`config.mk`:
```
export PLATFORM = sky130hd
export DESIGN_NAME = adc_spi_reader_flat
export DESIGN_NICKNAME = d
export VERILOG_FILES = /design/src/rtl/adc_spi_pkg.sv /design/src/rtl/adc_spi_reader_if.sv /design/src/rtl/spi_tick_gen.sv /design/src/rtl/adc_spi_reader.sv /design/src/flat_wrapper.sv
export SDC_FILE = /design/constraint.sdc
export NUM_CORES = 1
export LEC_CHECK = 0
export ABC_CLOCK_PERIOD_IN_PS = 3150
export CAP_MARGIN = 20
export CORE_ASPECT_RATIO = 0.6
export CORE_UTILIZATION = 45
export CTS_CLUSTER_SIZE = 14
export DETAILED_ROUTE_END_ITERATION = 12
export PLACE_DENSITY = 0.66
export REMOVE_ABC_BUFFERS = 1
export SKIP_LAST_GASP = 1
export SYNTH_ARGS = -nofsm -noshare
export SYNTH_HDL_FRONTEND = slang
export SYNTH_HIERARCHICAL = 1
export SYNTH_SLANG_ARGS = --single-unit
```
`constraint.sdc`:
```
create_clock -name clk -period 3.15 [get_ports clk]
set_input_delay 0.7875 -clock clk [delete_from_list [all_inputs] [get_ports clk]]
set_output_delay 0.7875 -clock clk [all_outputs]
set_load 0.05 [all_outputs]
```
`src/rtl/adc_spi_pkg.sv`:
```
// Shared types and frame constants for the SPI ADC reader.
// The frame is 16 SCLK periods: leading zero bits from the ADC followed by the result.
package adc_spi_pkg;

    typedef enum logic [2:0] {
        StIdle,
        StCsSetup,
        StShift,
        StCsHold,
        StGap
    } state_e;

    localparam int unsigned FRAME_BITS   = 16;
    localparam int unsigned LEAD_ZEROS   = 4;
    localparam int unsigned ADDR_MSB_POS = 13;

    // Control word: the 3-bit mux address sits at bits ADDR_MSB_POS..ADDR_MSB_POS-2, rest zero.
    function automatic logic [FRAME_BITS-1:0] ctrl_word(input logic [2:0] ch);
        logic [FRAME_BITS-1:0] w;
        w = '0;
        w[ADDR_MSB_POS -: 3] = ch;
        return w;
    endfunction

endpackage

```
`src/rtl/adc_spi_reader_if.sv`:
```
// Request/result and SPI pin bundle between the motor controller, the reader and the ADC.
interface adc_spi_reader_if #(
    parameter int unsigned DATA_W = 12
) ();

    logic              adc_latch;
    logic [2:0]        channel;
    logic [DATA_W-1:0] adc;
    logic              adc_valid;
    logic              busy;
    logic              spi_cs_n;
    logic              spi_sclk;
    logic              spi_mosi;
    logic              spi_miso;

    // Seen from the reader.
    modport slave (
        input  adc_latch,
        input  channel,
        input  spi_miso,
        output adc,
        output adc_valid,
        output busy,
        output spi_cs_n,
        output spi_sclk,
        output spi_mosi
    );

    // Seen from the requester / ADC side.
    modport master (
        output adc_latch,
        output channel,
        output spi_miso,
        input  adc,
        input  adc_valid,
        input  busy,
        input  spi_cs_n,
        input  spi_sclk,
        input  spi_mosi
    );

endinterface

```
`src/rtl/spi_tick_gen.sv`:
```
// Half-period tick generator: pulses once every CLK_DIV cycles while not held clear.
module spi_tick_gen #(
    parameter int unsigned CLK_DIV = 4
) (
    input  logic clk,
    input  logic rst_n,
    input  logic clear,
    output logic tick
);

    localparam logic [7:0] LAST = 8'(CLK_DIV - 1);

    logic [7:0] cnt_q, cnt_d;

    always_comb begin
        cnt_d = (cnt_q == LAST) ? 8'd0 : cnt_q + 8'd1;
        if (clear) begin
            cnt_d = 8'd0;
        end
    end

    always_ff @(posedge clk) begin
        if (!rst_n) begin
            cnt_q <= 8'd0;
        end else begin
            cnt_q <= cnt_d;
        end
    end

    assign tick = (cnt_q == LAST) && !clear;

endmodule

```
`src/rtl/adc_spi_reader.sv`:
```
// Converts adc_latch rising edges into one 16-bit SPI frame each (CPOL=1) and
// publishes the result; edges arriving mid-frame collapse into one pending request.
module adc_spi_reader
    import adc_spi_pkg::*;
#(
    parameter int unsigned CLK_DIV = 4,
    parameter int unsigned DATA_W  = 12
) (
    input logic              clk,
    input logic              rst_n,
    adc_spi_reader_if.slave  bus
);

    localparam int unsigned HALF_W  = $clog2(2 * FRAME_BITS);
    localparam int unsigned RX_BITS = FRAME_BITS - LEAD_ZEROS;
    localparam logic [HALF_W-1:0] LAST_HALF = HALF_W'(2 * FRAME_BITS - 1);

    state_e state_q, state_d;

    logic latch_q;
    logic armed_q;
    logic pend_q, pend_d;
    logic cs_n_q, cs_n_d;
    logic sclk_q, sclk_d;
    logic mosi_q, mosi_d;
    logic busy_q, busy_d;
    logic valid_q, valid_d;

    logic [FRAME_BITS-1:0] tx_q, tx_d;
    logic [RX_BITS-1:0]    rx_q, rx_d;
    logic [HALF_W-1:0]     half_q, half_d;
    logic [DATA_W-1:0]     adc_q, adc_d;

    logic rise;
    logic tick;
    logic tick_clear;

    // armed_q blocks a false edge when adc_latch is already high as reset releases.
    assign rise       = bus.adc_latch && !latch_q && armed_q;
    assign tick_clear = (state_q == StIdle);

    spi_tick_gen #(
        .CLK_DIV (CLK_DIV)
    ) u_tick_gen (
        .clk   (clk),
        .rst_n (rst_n),
        .clear (tick_clear),
        .tick  (tick)
    );

    always_comb begin
        state_d = state_q;
        pend_d  = pend_q;
        cs_n_d  = cs_n_q;
        sclk_d  = sclk_q;
        mosi_d  = mosi_q;
        busy_d  = busy_q;
        valid_d = 1'b0;
        tx_d    = tx_q;
        rx_d    = rx_q;
        half_d  = half_q;
        adc_d   = adc_q;

        if (rise && state_q != StIdle) begin
            pend_d = 1'b1;
        end

        unique case (state_q)
            StIdle: begin
                if (rise || pend_q) begin
                    state_d = StCsSetup;
                    pend_d  = 1'b0;
                    cs_n_d  = 1'b0;
                    busy_d  = 1'b1;
                    tx_d    = ctrl_word(bus.channel);
                end
            end
            StCsSetup: begin
                if (tick) begin
                    state_d = StShift;
                    sclk_d  = 1'b0;
                    mosi_d  = tx_q[FRAME_BITS-1];
                    tx_d    = {tx_q[FRAME_BITS-2:0], 1'b0};
                    half_d  = '0;
                end
            end
            StShift: begin
                if (tick) begin
                    if (!half_q[0]) begin
                        // End of a low half: SCLK rises and the ADC bit is captured.
                        sclk_d = 1'b1;
                        rx_d   = {rx_q[RX_BITS-2:0], bus.spi_miso};
                        half_d = half_q + HALF_W'(1);
                    end else if (half_q == LAST_HALF) begin
                        state_d = StCsHold;
                    end else begin
                        sclk_d = 1'b0;
                        mosi_d = tx_q[FRAME_BITS-1];
                        tx_d   = {tx_q[FRAME_BITS-2:0], 1'b0};
                        half_d = half_q + HALF_W'(1);
                    end
                end
            end
            StCsHold: begin
                if (tick) begin
                    state_d = StGap;
                    cs_n_d  = 1'b1;
                    busy_d  = 1'b0;
                    valid_d = 1'b1;
                    mosi_d  = 1'b0;
                    adc_d   = DATA_W'(rx_q);
                end
            end
            StGap: begin
                if (tick) begin
                    state_d = StIdle;
                end
            end
            default: begin
                state_d = StIdle;
            end
        endcase
    end

    always_ff @(posedge clk) begin
        if (!rst_n) begin
            state_q <= StIdle;
            latch_q <= 1'b0;
            armed_q <= 1'b0;
            pend_q  <= 1'b0;
            cs_n_q  <= 1'b1;
            sclk_q  <= 1'b1;
            mosi_q  <= 1'b0;
            busy_q  <= 1'b0;
            valid_q <= 1'b0;
            tx_q    <= '0;
            rx_q    <= '0;
            half_q  <= '0;
            adc_q   <= '0;
        end else begin
            state_q <= state_d;
            latch_q <= bus.adc_latch;
            armed_q <= armed_q || !bus.adc_latch;
            pend_q  <= pend_d;
            cs_n_q  <= cs_n_d;
            sclk_q  <= sclk_d;
            mosi_q  <= mosi_d;
            busy_q  <= busy_d;
            valid_q <= valid_d;
            tx_q    <= tx_d;
            rx_q    <= rx_d;
            half_q  <= half_d;
            adc_q   <= adc_d;
        end
    end

    assign bus.adc       = adc_q;
    assign bus.adc_valid = valid_q;
    assign bus.busy      = busy_q;
    assign bus.spi_cs_n  = cs_n_q;
    assign bus.spi_sclk  = sclk_q;
    assign bus.spi_mosi  = mosi_q;

endmodule

```
`src/flat_wrapper.sv`:
```
// flat-port wrapper written by rule: the top's interface ports become plain ports
module adc_spi_reader_flat import adc_spi_pkg::*;
#(
    parameter int unsigned CLK_DIV = 4,
    parameter int unsigned DATA_W  = 12
)
  (clk, rst_n, bus_adc_latch, bus_channel, bus_spi_miso, bus_adc, bus_adc_valid, bus_busy, bus_spi_cs_n, bus_spi_sclk, bus_spi_mosi);
  adc_spi_reader_if #(.DATA_W(DATA_W)) bus_i ();
  input logic clk;
  input logic rst_n;
  input wire logic [$bits(bus_i.adc_latch)-1:0] bus_adc_latch;
  input wire logic [$bits(bus_i.channel)-1:0] bus_channel;
  input wire logic [$bits(bus_i.spi_miso)-1:0] bus_spi_miso;
  output wire logic [$bits(bus_i.adc)-1:0] bus_adc;
  output wire logic [$bits(bus_i.adc_valid)-1:0] bus_adc_valid;
  output wire logic [$bits(bus_i.busy)-1:0] bus_busy;
  output wire logic [$bits(bus_i.spi_cs_n)-1:0] bus_spi_cs_n;
  output wire logic [$bits(bus_i.spi_sclk)-1:0] bus_spi_sclk;
  output wire logic [$bits(bus_i.spi_mosi)-1:0] bus_spi_mosi;
  assign bus_i.adc_latch = bus_adc_latch;
  assign bus_i.channel = bus_channel;
  assign bus_i.spi_miso = bus_spi_miso;
  assign bus_adc = bus_i.adc;
  assign bus_adc_valid = bus_i.adc_valid;
  assign bus_busy = bus_i.busy;
  assign bus_spi_cs_n = bus_i.spi_cs_n;
  assign bus_spi_sclk = bus_i.spi_sclk;
  assign bus_spi_mosi = bus_i.spi_mosi;
  adc_spi_reader #(.CLK_DIV(CLK_DIV), .DATA_W(DATA_W)) u_core (.clk(clk), .rst_n(rst_n), .bus(bus_i));
endmodule
```
Word-level counts from Yosys, hierarchy flattened. Cells that the tools add are included.

Word-level logic and storage cells: 97. Input port bits: 7. Bits in registers: 64.

Muxes and demuxes: 38. Bitwise logic cells: 2. Reductions and logical operators: 25. Eq/ne operators: 15. Add/sub/neg operators: 2.

Operator list (number): 16-bit 2-to-1 mux (5); 16-bit one-hot mux with 3 select lines (1); 3-bit 2-to-1 mux (7); 5-bit 2-to-1 mux (4); 1-bit 2-to-1 mux (15); 3-bit one-hot mux with 5 select lines (1); 2-bit by 1-bit != test with 1-bit output, second input constant (7); 6-bit AND reduction (2); 5-bit one-hot mux with 2 select lines (1); 3-bit AND reduction (3); 3-bit nonzero test (3); 8-bit by 1-bit adder with 8-bit output, second input constant (1); 8-bit by 2-bit equality test with 1-bit output, second input constant (1); 7-bit AND reduction (1); 3-bit by 2-bit equality test with 1-bit output, second input constant (2); 1-bit one-hot mux with 2 select lines (3); 5-bit by 1-bit adder with 5-bit output, second input constant (1); 5-bit equality test, second input constant (1); 1-bit logical AND (4); 2-bit AND reduction (2); 4-bit AND reduction (1); 2-bit nonzero test (2); 3-bit by 1-bit equality test with 1-bit output, second input constant (1); 3-bit equality test, second input constant (1); 8 further kinds (12).

Longest topological paths before layout.
Word-level depth: 7. Mapped depth: 10. Mapped depth without buffers: 7.

By module. Netlist, hierarchy kept.

By module, submodules not included: adc_spi_reader (seq. area each 900.9 um^2, area each 2005.7 um^2, instances 1, cells each 227); spi_tick_gen (seq. area each 160.2 um^2, area each 357.8 um^2, instances 1, cells each 41).

Least setup slack after synthesis. Ideal clock, no wire load.

Path kind: register to register. From: reg u_core.state_q[2]. To: reg u_core.tx_q[12]. Clock period less this slack: 2.263 ns. Buffers on the path: 3. Slack: 0.887 ns. Cell stages (with the launch flop): 10. Arrival: 2.147 ns. Cells stage by stage: dfxtp_1 -> buf_6 -> clkbuf_1 -> nor3_1 -> nor3_1 -> and4bb_1 -> o32ai_2 -> or2_1 -> buf_2 -> o211a_1.

Word-level cells in the longest chain between the ends: 5.

RTL lines: start: declaration (RTL line adc_spi_reader.sv:18) `state_e state_q, state_d;`; start signal: assignment (RTL line adc_spi_reader.sv:127) `state_q <= StIdle;`; start signal: assignment (RTL line adc_spi_reader.sv:141) `state_q <= state_d;`; 3-bit zero test (*) (RTL line adc_spi_reader.sv:40) `assign tick_clear = (state_q == StIdle);`; via u_core.tick_clear (RTL line adc_spi_reader.sv:36) `logic tick_clear;`; 1-bit zero test (*) (RTL line spi_tick_gen.sv:30) `assign tick = (cnt_q == LAST) && !clear;`; 1-bit logical AND (*) (RTL line spi_tick_gen.sv:30); via u_core.tick (RTL line adc_spi_reader.sv:35) `logic tick;`; 2-bit by 1-bit != test with 1-bit output (no line); 6-bit AND reduction (no line) (*); end signal: assignment (RTL line adc_spi_reader.sv:150) `tx_q <= tx_d;`; end: declaration (RTL line adc_spi_reader.sv:29) `logic [FRAME_BITS-1:0] tx_q, tx_d;`.

Mark *: on every way through the listed nets, which the timed path passes. The rest lies on a longest branch. A chain may end at the register's enable or synchronous reset.

Final worst setup path.
From: reg u_core.u_tick_gen.cnt_q[4]. To: reg u_core.state_q[2].

Word-level cells in the longest chain between the ends: 4.

RTL lines: start: declaration (RTL line spi_tick_gen.sv:13) `logic [7:0] cnt_q, cnt_d;`; start signal: assignment (RTL line spi_tick_gen.sv:26) `cnt_q <= cnt_d;`; 8-bit by 2-bit equality test with 1-bit output (*) (RTL line spi_tick_gen.sv:30); 1-bit logical AND (*) (RTL line spi_tick_gen.sv:30); via u_core.tick (RTL line adc_spi_reader.sv:35); 2-bit by 1-bit != test with 1-bit output (no line); 7-bit AND reduction (no line) (*).

Marked as above.

==> flow_summary.yaml <==
cts:
  cts_buffer_depth: 2
  cts_resized: 0
  htree_levels: 2
  cts.root.buffer_cell: "clkbuf_8"
  clk_latency_ns: 0.31
  clkSinkCount: 53
  hold_buffers: 0
  cts_buffers: 5
  clk_pin_slew_ns: 0.10
  post_cts.repair.setup_buffers: 0
  cts_tree: "built"
timing:
  setup_viol: 0
  hold_violations: 0
  skew_ns: 0.00609
  max_slew_margin: 0.601
  fin_crit_sh: 0.852
  slew_viol_final: 0
  tightest_slew_ns: 0.595
  max_freq_mhz: 372
  finalCriticalPeriod_ns: 2.69
  whs_ns: 0.449
  rsz0062_at_grt: "no"
  final.setup.tns_ns: 0
  fin_ws_ns: 0.465
cells_and_area:
  mostFrequentLayoutCells: "nand2_1, dfxtp_1, clkdlybuf4s50_1"
  final_common_cell: "nand2_1"
  antennaDiodeCount: 0
  drive_gt1_frac: 0.106
  fin_util: 0.544
  fin_cells: 358
  design_area_um2: 2750
  area.growth.synth_to_final_pct: 16.3
  nets: 302
synthesis:
  synth_edf_count: 0
  syn-cell-area_um2: 2360
  ys_types: 54
  async_reset_ff_frac: 0
  yosys_register_bits: 53
  yosys_warnings: 6
  syn_inst: 268
  synth_ff_type: "dfxtp_1"
  syn_area_per_cell_um2: 8.82
  seq_area_frac_synth: 0.449
route:
  routed_wl_mm: 4.87
  drc: 0
  first_pass_iters: 4
  vias_per_cell: 5.28
  wl_per_cell_um: 13.6
  ant_nets: 0
  vias: 1891
  first_iter_violations: 130
placement:
  port_buffers: 23
  hpwl_mm: 3.50
  place_area_um2: 2660
  place_congestion: 0.804
  post-place-cells: 350
  post-place-ws_ns: 0.514
outcome:
  outcome: "complete, no violations"
die:
  die_y_um: 58.1
  num_rows: 20
  die_w_um: 95.6
  io_pins: 24
  core-area_um2: 5050
  die-area_um2: 5560
  start_util: 0.468
worst_setup_path:
  end_kind: "flop"
  crit_required_ns: 3.41
  crit_type: "reg2reg"
  cp.arrival_ns: 2.95
  critPathLaunchType: "flop"
  worstPathMaxFanout: 13
hold_path:
  holdCritPathClass: "reg2reg"
power:
  p_leak_nw: 0.941
  powerDensity_nw_per_um2: 410
  max-vdd-ir-drop_mv: 0.209
  fin_total_pwr_mw: 1.13
global_route:
  grt_overflow: 0
  antenna_found_initial: 0
  track_usage: 0.189
  grt_pass1_wl_mm: 7.96
  grt_pass1_vias: 1612
  grt_max_degree: 19
flow_run:
  maxCapViolCount: 0
[cell families (layout without fill, tap and decap cells)]
family                   count (synthesis)  count (layout)  synth area share
AND/OR/NAND/NOR                        111             111             0.231
AO/OA/AOI/OAI                           70              70             0.218
flip-flops                              53              53             0.449
buffers and inverters                   22              46            0.0482
multiplexers                             5               5            0.0222
adder cells (fa/ha/maj)                  4               4            0.0212
XOR/XNOR                                 3               3            0.0111
[final timing paths]
check | start | to | slack [ns] | cells after the start
worst max register to register | u_core/u_tick_gen/cnt_q[4] | u_core/state_q[2] | 0.46 | 7
worst min-delay path | u_core/bus.busy | u_core/bus.busy | 0.45 | 2
worst min register to register | u_core/bus.busy | u_core/bus.busy | 0.45 | 2
worst max-delay path | u_core/u_tick_gen/cnt_q[4] | u_core/state_q[2] | 0.46 | 7
[metal layers]
metal / global-route usage / vias up / wire length (µm)
li1: - / 973 / -
met1: 0.296 / 880 / 2660
met4: 0.0576 / 0 / 51
met3: 0.0394 / 7 / 181
met2: 0.255 / 31 / 1980
met5: 0 / - / 0
[worst max-delay path: stages (launching register included)]
cell and delay [ns]:
dfxtp_1 0.35, nor4_1 0.45, nand2_1 0.10, nor3_1 0.48, nand2b_1 0.37, nor2_2 0.56, and2_1 0.23, a31o_2 0.10
[cells in the mapped netlist (all sizes together) (2+ instances only)]
cell | number | area [µm²]
and3b | 2 | 17.5
o32ai | 3 | 33.8
nand3 | 10 | 50.1
nand2 | 58 | 220
nor3b | 3 | 22.5
ha | 4 | 50.1
o21a | 2 | 15.0
a21boi | 27 | 203
o211a | 2 | 20.0
nor2b | 3 | 18.8
a31o | 3 | 26.3
clkbuf | 7 | 26.3
mux2i | 3 | 30.0
buf | 10 | 68.8
nor3 | 3 | 20.0
nor4 | 2 | 12.5
nor2 | 10 | 40.0
o21bai | 2 | 15.0
mux2 | 2 | 22.5
dfxtp | 53 | 1060
o311ai | 2 | 17.5
xor2 | 3 | 26.3
o21ai | 11 | 55.1
or3 | 4 | 30.0
and2 | 3 | 18.8
a21oi | 9 | 52.6
nand2b | 5 | 31.3
a211oi | 3 | 27.5
nand4 | 2 | 12.5
inv | 5 | 18.8
[area by class of cell]
| class | instances | area (µm²) |
|---|---|---|
| Clock buffer | 5 | 68.8 |
| Inverter | 5 | 18.8 |
| Sequential cell | 53 | 1060 |
| Clock inverter | 3 | 22.5 |
| Multi-Input combinational cell | 193 | 1190 |
| Fill cell | 499 | 2310 |
| Timing Repair Buffer | 33 | 305 |
| Tap cell | 66 | 82.6 |
[flip-flops by register name, summed over array words and instances (netlist names), 3 cells and up]
register                 count
u_core/u_tick_gen/cnt_q      8
u_core/half_q                5
u_core/bus.adc              12
u_core/rx_q                 12
u_core/tx_q                  5
u_core/state_q               3
[where the power goes]
part	switching (mW)	internal [mW]
logic	0.0324	0.0304
registers	0.00329	0.677
clock network	0.228	0.156
total	0.263	0.863
No activity file was read; power rests on OpenSTA's default activity.
